File: config.mk
export PLATFORM = sky130hd
export DESIGN_NAME = axi4lite_slave_regs
export DESIGN_NICKNAME = d
export VERILOG_FILES = /design/src/rtl/axi4lite_slave_regs.sv
export SDC_FILE = /design/constraint.sdc
export NUM_CORES = 1
export LEC_CHECK = 0
export ABC_AREA = 1
export CAP_MARGIN = 10
export CORE_ASPECT_RATIO = 1.5
export CORE_MARGIN = 3
export CORE_UTILIZATION = 45
export DETAILED_ROUTE_END_ITERATION = 16
export GPL_TIMING_DRIVEN = 0
export PLACE_DENSITY = 0.69
export SLEW_MARGIN = 20
export SYNTH_ARGS = -nofsm -noshare
export SYNTH_HDL_FRONTEND = slang
export SYNTH_SLANG_ARGS = --single-unit
export TNS_END_PERCENT = 5
File: constraint.sdc
create_clock -name clk -period 1.3 [get_ports clk]
set_input_delay 0.195 -clock clk [delete_from_list [all_inputs] [get_ports clk]]
set_output_delay 0.195 -clock clk [all_outputs]
set_load 0.03 [all_outputs]
File: src/rtl/axi4lite_slave_regs.sv
// AXI4-Lite slave register bank: N-1 read/write words plus a read-only
// count of committed writes at the top location.
module axi4lite_slave_regs #(
    parameter int ADDR_WIDTH = 2,
    parameter int DATA_WIDTH = 8
) (
    input  logic                  clk,
    input  logic                  rst_n,
    input  logic [ADDR_WIDTH-1:0] s_awaddr,
    input  logic                  s_awvalid,
    output logic                  s_awready,
    input  logic [DATA_WIDTH-1:0] s_wdata,
    input  logic                  s_wvalid,
    output logic                  s_wready,
    output logic [1:0]            s_bresp,
    output logic                  s_bvalid,
    input  logic                  s_bready,
    input  logic [ADDR_WIDTH-1:0] s_araddr,
    input  logic                  s_arvalid,
    output logic                  s_arready,
    output logic [DATA_WIDTH-1:0] s_rdata,
    output logic [1:0]            s_rresp,
    output logic                  s_rvalid,
    input  logic                  s_rready
);
    localparam int N = 2 ** ADDR_WIDTH;
    localparam logic [ADDR_WIDTH-1:0] CNT_ADDR = ADDR_WIDTH'(N - 1);
    localparam logic [1:0] RESP_OKAY   = 2'b00;
    localparam logic [1:0] RESP_SLVERR = 2'b10;

    logic                  aw_held;
    logic                  w_held;
    logic                  bvalid;
    logic                  rvalid;
    logic [ADDR_WIDTH-1:0] aw_addr;
    logic [DATA_WIDTH-1:0] w_data;
    logic [DATA_WIDTH-1:0] counter;
    logic [DATA_WIDTH-1:0] rdata;
    logic [DATA_WIDTH-1:0] rd_value;
    logic [1:0]            bresp;
    logic [DATA_WIDTH-1:0] regs [N-1];
    logic                  aw_hs;
    logic                  w_hs;
    logic                  ar_hs;
    logic                  commit;

    assign s_awready = !aw_held && !bvalid;
    assign s_wready  = !w_held && !bvalid;
    assign s_arready = !rvalid;
    assign s_bvalid  = bvalid;
    assign s_bresp   = bresp;
    assign s_rvalid  = rvalid;
    assign s_rdata   = rdata;
    assign s_rresp   = RESP_OKAY;

    assign aw_hs  = s_awvalid && s_awready;
    assign w_hs   = s_wvalid && s_wready;
    assign ar_hs  = s_arvalid && s_arready;
    assign commit = aw_held && w_held && !bvalid;

    // AW and W are captured independently; the write commits once both are held.
    always_ff @(posedge clk or negedge rst_n) begin
        if (!rst_n) begin
            aw_held <= 1'b0;
            w_held  <= 1'b0;
            aw_addr <= '0;
            w_data  <= '0;
            bvalid  <= 1'b0;
            bresp   <= RESP_OKAY;
            counter <= '0;
        end else begin
            if (aw_hs) begin
                aw_held <= 1'b1;
                aw_addr <= s_awaddr;
            end
            if (w_hs) begin
                w_held <= 1'b1;
                w_data <= s_wdata;
            end
            if (commit) begin
                aw_held <= 1'b0;
                w_held  <= 1'b0;
                bvalid  <= 1'b1;
                if (aw_addr == CNT_ADDR) begin
                    bresp <= RESP_SLVERR;
                end else begin
                    bresp   <= RESP_OKAY;
                    counter <= counter + DATA_WIDTH'(1);
                end
            end else if (bvalid && s_bready) begin
                bvalid <= 1'b0;
            end
        end
    end

    always_ff @(posedge clk or negedge rst_n) begin
        if (!rst_n) begin
            for (int i = 0; i < N - 1; i++) regs[i] <= '0;
        end else if (commit) begin
            for (int i = 0; i < N - 1; i++) begin
                if (aw_addr == ADDR_WIDTH'(i)) regs[i] <= w_data;
            end
        end
    end

    // The top location falls through to the write counter.
    always_comb begin
        rd_value = counter;
        for (int i = 0; i < N - 1; i++) begin
            if (s_araddr == ADDR_WIDTH'(i)) rd_value = regs[i];
        end
    end

    always_ff @(posedge clk or negedge rst_n) begin
        if (!rst_n) begin
            rvalid <= 1'b0;
            rdata  <= '0;
        end else if (ar_hs) begin
            rvalid <= 1'b1;
            rdata  <= rd_value;
        end else if (rvalid && s_rready) begin
            rvalid <= 1'b0;
        end
    end

endmodule

Word-level counts from Yosys, hierarchy flattened
Cells that the tools add are included.
{"block": "totals", "elab_cells": 54, "out_inout_bits": 17, "in_bits": 19, "reg_bits": 56}
{"block": "classes", "eq_ne": 5, "n_mux": 12, "addsub": 1, "n_reduce_logical": 23, "bitwise_logic": 1}
{"cell": "$mux W8", "n": 3}
{"cell": "$logic_and A1 B1 Y1", "n": 9}
{"cell": "$add A8 B1 Y8 const B", "n": 1}
{"cell": "$mux W1", "n": 8}
{"cell": "$reduce_and A2 Y1", "n": 4}
{"cell": "$reduce_bool A2 Y1", "n": 4}
{"cell": "$eq A2 B2 Y1 const B", "n": 3}
{"cell": "$eq A2 B1 Y1 const B", "n": 2}
{"cell": "$logic_not A1 Y1", "n": 4}
{"cell": "$logic_not A2 Y1", "n": 2}
{"cell": "$mux W2", "n": 1}
{"cell": "$not A1 Y1", "n": 1}

Logic depth before layout (Yosys ltp)
Gate-level depths: netlist of run 1.
{"block": "depth", "ltp_word": 5, "mapped_depth": 7, "ltp_nobuf": 7}

Least setup slack after synthesis of run 1
OpenSTA, ideal clock, no wires.
{"block": "synth_path", "kind": "reg-to-reg", "start": "register bvalid (netlist: s_bvalid)", "end": "register w_data[6]", "setup_slack_ns": -0.338, "required_time_ns": 1.174, "path_buffers": 1, "arrival_time_ns": 1.511, "setup_ns": 0.126, "path_stages_with_launch": 6, "synth_period_minus_slack_ns": 1.638, "path_cell_list": "dfrtp_1 > nor2_1 > nand2_2 > buf_6 > nor2_1 > a21oi_1"}
{"block": "synth_between", "elab_chain_len": 3}
{"item": "start, declared", "line": "33", "text": "logic bvalid;"}
{"item": "start signal, assigned", "line": "68", "text": "bvalid <= 1'b0;"}
{"item": "start signal, assigned", "line": "83", "text": "bvalid <= 1'b1;"}
{"item": "start signal, assigned", "line": "91", "text": "bvalid <= 1'b0;"}
{"item": "$logic_not A1 Y1", "line": "48", "text": "assign s_wready = !w_held && !bvalid;"}
{"item": "$logic_and A1 B1 Y1", "line": "48"}
{"item": "named net s_wready", "line": "14", "text": "output logic s_wready,"}
{"item": "$logic_and A1 B1 Y1", "line": "57", "text": "assign w_hs = s_wvalid && s_wready;"}
{"item": "end signal, assigned", "line": "78", "text": "w_data <= s_wdata;"}
{"item": "end, declared", "line": "36", "text": "logic [DATA_WIDTH-1:0] w_data;"}
The timed path passes the listed nets, and every way through them passes these cells.
A chain may end at the register's enable or synchronous reset.

Final worst setup path of run 1
{"block": "layout_path", "start": "register bvalid (netlist: s_bvalid)", "end": "register regs[21] in the netlist's numbering"}
{"block": "layout_between", "elab_chain_len": 3}
{"item": "$logic_not A1 Y1", "line": "59", "text": "assign commit = aw_held && w_held && !bvalid;"}
{"item": "$logic_and A1 B1 Y1", "line": "59"}
{"item": "$reduce_and A2 Y1 (no source line)"}
{"item": "end signal, assigned by index", "line": "101", "text": "if (aw_addr == ADDR_WIDTH'(i)) regs[i] <= w_data;"}
{"item": "end, declared", "line": "41", "text": "logic [DATA_WIDTH-1:0] regs [N-1];"}
Every way passes these cells.

==> parameters.txt, run 1 <==
Parameter                              Value

Floorplanning
  CORE AREA    around 5500 um^2
  Die Outline Area    roughly 6700 um^2
  Die width    ~70 um
  I/O pin cnt    36
  Initial core utilization    between 40% and 50%
  Die height    99.01 um
  Core Rows    33

STA
  Final cycle utilization of the critical path    101.3%
  Worst Max-Slew Pin Slew    0.6896 ns
  Worst-case setup margin in the final layout    -0.01653 ns
  Worst-case clock skew    0.006184 ns
  Minimum clock period    ~1.3 ns
  Setup repair after global routing missed its margin    yes
  Final Max Slew Viols    0
  Final Hold Violating Endpoints    0
  Slew Limit Headroom    54.03%
  Total of endpoints with negative setup slack in the final report    10
  Achievable frequency    about 0.76 GHz

Worst setup path
  Endpoint required time on the critical path    between 1.5 and 2 ns
  Cell family contributing the most delay on the critical path    flip-flops
  Count of buffering cells on the critical path with inverters included    2
  CP Max Fanout    10
  Arrival time at the worst endpoint    approximately 1.5 ns
  Kind of launch point of the worst setup path    flip-flop
  Critical path depth in cells    7
  Depth of the worst register-to-register path    7
  Crit-path max cell delay    0.47 ns
  Endpoint type of the worst setup path    flip-flop
  Worst-path cell chain    inv_2 > nand3_4 > nor2_4 > nand2_4 > buf_6 > nand2_1 > o21ai_2
  Cell at the slowest stage of the critical path    sky130_fd_sc_hd__dfrtp_2
  Category of the most critical setup path    reg2reg

Route
  Routed length per instance    12.36 um
  Drt via density    4.834
  Count of TritonRoute iterations in the first routing pass    6
  DRT iter0 DRCs    84
  Remaining design rule violation count    0
  Via count    about 2000
  WL final    ~5100 um
  Number of routed nets with antenna violations    0

Clock network
  CTS tree    yes
  Clock buffer count from CTS    5
  Sink Count    between 50 and 60
  Buffer levels on the longest clock path    2
  Clock network latency to the later pin of the worst-skew pair    0.31 ns
  Clock-pin transition on the worst setup and hold timing paths    approximately 0.1 ns
  Deepest level of the CTS H-tree    2
  Clock root cell    sky130_fd_sc_hd__clkbuf_8

Synth
  #FFs+latches synth    between 50 and 60
  Most repeated cell in the gate-level netlist after synthesis    sky130_fd_sc_hd__nand2_1
  Mean post-synth cell area    8.679 um^2
  Compound-gate portion of the synthesized area    10.90%
  Cell count after synthesis    between 200 and 300
  Top cell type by total area after synthesis    sky130_fd_sc_hd__dfrtp_1
  Post-synthesis instance area    roughly 2600 um^2
  Share of the synthesized netlist area taken by xor and xnor gates    roughly 1.4%
  Count of cell types in the netlist    24
  Ranking of synthesized cells by instance count    89 x sky130_fd_sc_hd__nand2_1, 55 x sky130_fd_sc_hd__dfrtp_1, 27 x sky130_fd_sc_hd__nand3_1
  Number of enable-type register cells in the synthesized netlist    0
  Share of flip-flops with an asynchronous set or reset after synthesis    between 90% and 100%
  Top-area cell type share of the netlist area    a little over half
  Share of synthesized cell area in and, or, nand and nor gates    between 20% and 30%
  Leading post-synthesis cells by cell area    sky130_fd_sc_hd__dfrtp_1 53%, sky130_fd_sc_hd__nand2_1 13%, sky130_fd_sc_hd__o21ai_2 5.4%
  Synth Area in Adders    0.4822%
  Largest family of logic cells by synthesized area    simple AND/OR/NAND/NOR gates
  Commonest register cell after synthesis    sky130_fd_sc_hd__dfrtp_1
  Sequential cell area fraction in the yosys report    53.04%
  Multiplexer area fraction after synthesis    0%
  Synth Warn #    0

Finish
  Post-layout util    about three fifths
  Fill cell total of the finished layout    roughly 510
  NumNets Final    364
  Combined area of the multi-input logic cells    approximately 1100 um^2
  Layout cells sized above 1    around a fifth
  Number of antenna cells inserted    0
  Area Growth Syn to Fin    23.96%
  Register cell area after layout    1380 um^2

GRT
  Leftover overflow at the end of global routing    0
  Most used routing layer in global routing    met2
  M2 GR Usage    around 29%
  Pin count of the biggest net entering global routing    between 50 and 60
  Wire length of the first global-routing pass    8590 um
  Initial antenna violation count    0
  Gr usage total    about 16%
  GR Util met1    around a fifth
  Global Route met3 Usage    between 2 and 3%
  Number of global-route vias before repair    1895

Pwr
  PwrDens    2143 nW/um^2
  Peak supply drop    1.173 mV
  Static leakage    around 1.6 nW

Status
  Status    finished, violations left
  Violated checks    negative setup slack

Placed design
  HPWL reported at the end of detailed placement    approximately 3700 um
  Number of buffers inserted by port buffering    30
  Placement Setup Slack    -0.2549 ns
  Weighted congestion reported at the end of routability-driven placement    about 0.79

Flow run
  Max Cap Violations    0

Min path
  Hold Path Depth    5
  Min-delay worst type    in2reg
per-stage QoR:
stage / instance area (um^2) / setup TNS, ns / power (mW) / instances / hold slack [ns]
floorplan: 2614 / 0 / 4.797 / 301 / -0.1006
global placement: 3002 / -91.85 / 5.519 / 401 / 0.4740
detailed placement: 2999 / -2.260 / 5.616 / 401 / 0.2862
CTS: 3114 / -0.2519 / 6.667 / 410 / 0.2957
global route: 3217 / -1.436 / 7.408 / 415 / 0.3318
finish: 3217 / -0.07851 / 6.893 / 415 / 0.3003
report_power, final:
group	internal (mW)	total, mW	switching [mW]
sequential	2.44	2.98	0.542
combinational	1.14	2.76	1.63
clock	0.581	1.15	0.568
total	4.16	6.89	2.74
kinds of logic after synthesis:
logic type / count (synthesis)
xor gates and xnor gates: 4
AOI/OAI and AO/OA: 44
buffers and inverters: 41
other: 1
and+or+nand+nor: 153
DFF: 55
adders and majority gates: 1
timing repair:
item                                    4_1_cts  5_1_grt
hold buffers                                  1        0
hold endpoints to repair                     55        0
setup buffers                                 0        4
cloned                                        0        1
endpoints found under the setup margin       18       40
resized for setup                            25       30
pin swaps                                     0        3
worst min-delay path: stages:
cell                      delay (ns)
sky130_fd_sc_hd__buf_4          0.15
sky130_fd_sc_hd__nand3_1        0.08
sky130_fd_sc_hd__nand2_1        0.04
sky130_fd_sc_hd__inv_1          0.04
sky130_fd_sc_hd__a21oi_1        0.06
registers in the layout (all words and copies together) (netlist names):
signal	count
regs	24
counter	8
s_rdata	8
w_data	8
aw_addr	2
aw_held	1
s_bresp	1
s_bvalid	1
s_rvalid	1
w_held	1
cells in the final DEF, fill, tap and decap left out, drive strengths merged:
master / instances
nand2: 93
dfrtp: 55
inv: 30
nand3: 29
nor2: 28
o21ai: 26
buf: 20
a21oi: 17
clkdlybuf4s50: 15
dlygate4sd2: 8
clkbuf: 8
conb: 3
nand3b: 2
xor2: 2
xnor2: 2
nand4: 1
o21bai: 1
ha: 1
clkinvlp: 1
bufinv: 1
dlygate4sd3: 1
clkdlybuf4s15: 1
path summary, 6_finish.rpt:
check,start,endpoint,slack (ns)
max,s_bvalid,regs[21],-0.02
min,s_araddr[1],s_rdata[3],0.30
max reg2reg,s_bvalid,regs[21],-0.02
min reg2reg,regs[1],regs[1],0.50
max in group asynchronous,rst_n,w_held,0.34
min in group asynchronous,rst_n,aw_addr[1],0.48
cell type report:
cell class                      instances  area share [%]
Tap cell                               70           2.723
Clock inverter                          3           1.439
Inverter                               29           3.384
Clock buffer                            5           2.139
Multi-Input combinational cell        205           33.33
Sequential cell                        55           42.90
Buffer                                 12           3.501
Timing Repair Buffer                   36           10.58
layer usage:
layer / wire length (um) / vias up
met3: 197 / 6
met1: 2045 / 921
met2: 2818 / 42
met5: 0 / -
met4: 68 / 0
li1: - / 1037
No activity file was read; power rests on OpenSTA's default activity.
==> inputs of run 2 (changes only) <==
--- a/config.mk
+++ b/config.mk
@@ -12,6 +12,7 @@
 export CORE_UTILIZATION = 45
 export DETAILED_ROUTE_END_ITERATION = 16
 export GPL_TIMING_DRIVEN = 0
+export HOLD_SLACK_MARGIN = 0.02
 export PLACE_DENSITY = 0.69
 export SLEW_MARGIN = 20
 export SYNTH_ARGS = -nofsm -noshare
==> results of run 2 <==
No change in the layout: final DEF, timing and power equal those of run 1.
==> inputs of run 3 (changes only) <==
--- a/config.mk
+++ b/config.mk
@@ -10,11 +10,12 @@
 export CORE_ASPECT_RATIO = 1.5
 export CORE_MARGIN = 3
 export CORE_UTILIZATION = 45
+export CTS_BUF_LIST = sky130_fd_sc_hd__clkbuf_8
 export DETAILED_ROUTE_END_ITERATION = 16
 export GPL_TIMING_DRIVEN = 0
 export HOLD_SLACK_MARGIN = 0.02
 export PLACE_DENSITY = 0.69
-export SLEW_MARGIN = 20
+export SLEW_MARGIN = 10
 export SYNTH_ARGS = -nofsm -noshare
 export SYNTH_HDL_FRONTEND = slang
 export SYNTH_SLANG_ARGS = --single-unit
==> run 3 against run 2 <==
The flow still finishes with violations (negative setup slack); highest routed layer unchanged; sequential power is essentially flat; final area increased by 3.4%; non-clock buffer count grew 3; first-iteration DRC count shrank 35%; register-to-register slack about the same; critical path depth fell by 4; clock power about the same; clock skew grew 0.0041 ns; global-route usage grew 0.073 points; sequential cell count did not move; wire length rose by 3.7%; via count grew 1.4%.
==> parameters.txt, run 3 (synthesis gave the netlist of run 1 again) <==
Parameter                              Value

Worst setup path
  Kind of launch point of the worst setup path    flip-flop
  Critical register-to-register path endpoint    regs[9]
  Endpoint required time on the critical path    about 1.1 ns
  Category of the most critical setup path    reg2out
  Arrival time at the worst endpoint    between 1 and 1.5 ns
  Depth of the worst register-to-register path    7
  Endpoint type of the worst setup path    output port
  Launching element of the worst setup path    s_bvalid
  CP Max Fanout    4
  CP Capture Point    s_wready
  Worst setup slack for register-to-register paths    -0.01 ns
  Worst reg2reg startpoint    s_bvalid

Route
  Remaining design rule violation count    0
  Count of TritonRoute iterations in the first routing pass    5
  Number of routed nets with antenna violations    0
  DRT iter0 DRCs    55
  Via count    about 2000
  Drt via density    roughly 5
  Routed length per instance    between 10 and 15 um
  WL final    between 5000 and 6000 um

Clock network
  Clock root cell    sky130_fd_sc_hd__clkbuf_8
  Clock network latency to the later pin of the worst-skew pair    ~0.32 ns
  Sink Count    55
  CTS tree    yes
  Clock-pin transition on the worst setup and hold timing paths    0.09 ns
  Clock buffer count from CTS    5
  Deepest level of the CTS H-tree    2
  Buffer levels on the longest clock path    2

STA
  Minimum clock period    1.329 ns
  Worst-case setup margin in the final layout    -0.02859 ns
  Worst-case clock skew    0.01029 ns
  Worst Max-Slew Pin Slew    about 0.64 ns
  Final Max Slew Viols    0
  Slew Limit Headroom    between 50% and 60%
  Setup repair after global routing missed its margin    yes
  Total of endpoints with negative setup slack in the final report    9
  Final Hold Violating Endpoints    0
  Final setup TNS    -0.09233 ns
  Final cycle utilization of the critical path    102.2%
  Achievable frequency    0.7527 GHz

GRT
  Wire length of the first global-routing pass    approximately 8500 um
  Pin count of the biggest net entering global routing    30
  Gr usage total    between 15 and 20%
  Leftover overflow at the end of global routing    0
  Number of global-route vias before repair    roughly 1900
  Initial antenna violation count    0

Floorplanning
  Die height    around 99 um
  Die width    between 60 and 70 um
  Die Outline Area    6733 um^2
  Core Rows    33
  I/O pin cnt    36
  CORE AREA    roughly 5500 um^2
  Initial core utilization    between 40% and 50%

Pwr
  Static leakage    ~1.6 nW
  Peak supply drop    1.135 mV
  PwrDens    approximately 2100 nW/um^2

Finish
  Register with the most flip-flops    regs
  Design area    ~3300 um^2
  Combined area of the multi-input logic cells    1105 um^2
  Area Growth Syn to Fin    28.21%
  NumNets Final    around 370
  Post-layout util    between 60 and 70%
  Highest-count cells in the layout ignoring fill and taps    79 x sky130_fd_sc_hd__nand2_1, 54 x sky130_fd_sc_hd__dfrtp_1, 27 x sky130_fd_sc_hd__nand3_1
  Register cell area after layout    1378 um^2
  Number of flip-flops in the largest register    24
  Leading cell type in the layout, fill and taps excluded    sky130_fd_sc_hd__nand2_1
  Fill cell total of the finished layout    500
  Number of antenna cells inserted    0
  Layout cells sized above 1    a little over a fifth

Placed design
  Placed cell area    3017 um^2
  HPWL reported at the end of detailed placement    slightly below 4000 um
  Number of buffers inserted by port buffering    30
  Weighted congestion reported at the end of routability-driven placement    between 0.7 and 0.8

Flow run
  Max Cap Violations    0

Min path
  Startpoint of the lowest-slack hold path    s_araddr[1]
  Min-delay worst type    in2reg

Status
  Status    finished, violations left
  Violated checks    negative setup slack
-- run 3: cell types whose count changed in the layout (fill, tap and decap cells not counted), moves of 2 or more --
| cell | delta |
|---|---|
| sky130_fd_sc_hd__nand2_2 | -2 |
| sky130_fd_sc_hd__clkdlybuf4s15_1 | +2 |
| sky130_fd_sc_hd__nand2_1 | -3 |
| sky130_fd_sc_hd__buf_12 | +2 |
| sky130_fd_sc_hd__buf_4 | -2 |
| sky130_fd_sc_hd__dfrtp_1 | +2 |
| sky130_fd_sc_hd__dfrtp_2 | -2 |
| sky130_fd_sc_hd__clkbuf_2 | -2 |
| sky130_fd_sc_hd__nand2_4 | +5 |
-- run 3: final cells by class --
class | count | area share (%)
Buffer | 12 | 3.498
Clock buffer | 5 | 2.068
Clock inverter | 3 | 1.316
Inverter | 29 | 3.272
Multi-Input combinational cell | 205 | 33.21
Sequential cell | 55 | 41.41
Tap cell | 70 | 2.633
Timing Repair Buffer | 39 | 12.60
-- run 3: repair_timing --
| item | CTS | global route |
|---|---|---|
| hold buffers | 1 | 0 |
| cloned | 0 | 2 |
| pin swaps | 0 | 2 |
| endpoints found under the setup margin | 17 | 40 |
| endpoints found under the hold margin | 26 | 0 |
| resized for setup | 30 | 31 |
| buffers inserted | 0 | 5 |
-- run 3: through the flow --
stage | cells | hold WS, ns | setup WS (ns) | power, mW
CTS | 411 | 0.2918 | -0.01451 | 6.675
global route | 418 | 0.3207 | -0.07232 | 7.641
global placement | 401 | 0.4740 | -1.832 | 5.519
finish | 418 | 0.3078 | -0.02859 | 7.123
detailed placement | 402 | 0.2483 | -0.2494 | 5.623
floorplan | 301 | -0.1006 | 0.01921 | 4.797
-- run 3: worst min-delay path by stage --
stage	endpoint	slack, ns	depth (start not counted)
final	s_rdata[3]	0.31	5
after global routing	s_rdata[3]	0.32	5
after CTS	s_rdata[3]	0.29	5
after detailed placement	aw_held	0.25	1
after global placement	regs[9]	0.47	2
after floorplan	aw_addr[0]	-0.10	0
-- run 3: report_power, final --
group          internal, mW  switching, mW  total, mW  leakage [nW]
Combinational          1.28           1.70       2.98         0.920
Clock                 0.574          0.563       1.14        0.0581
Sequential             2.43          0.573       3.01         0.661
Total                  4.29           2.84       7.12          1.64
-- run 3: layer usage --
layer,part of all wire [%],global-route usage (%),wire length [um],vias to the layer above
met5,0,0,0,-
met4,1.9,6.891,103,0
met2,55,29.27,2917,43
met3,3.3,2.851,175,8
li1,-,-,-,1049
met1,40,18.86,2120,934
-- run 3: worst max-delay path, cell delays in order (launching register included) --
cell and delay (ns):
sky130_fd_sc_hd__dfrtp_2 0.45, sky130_fd_sc_hd__buf_4 0.15, sky130_fd_sc_hd__nor2_4 0.09, sky130_fd_sc_hd__buf_6 0.14
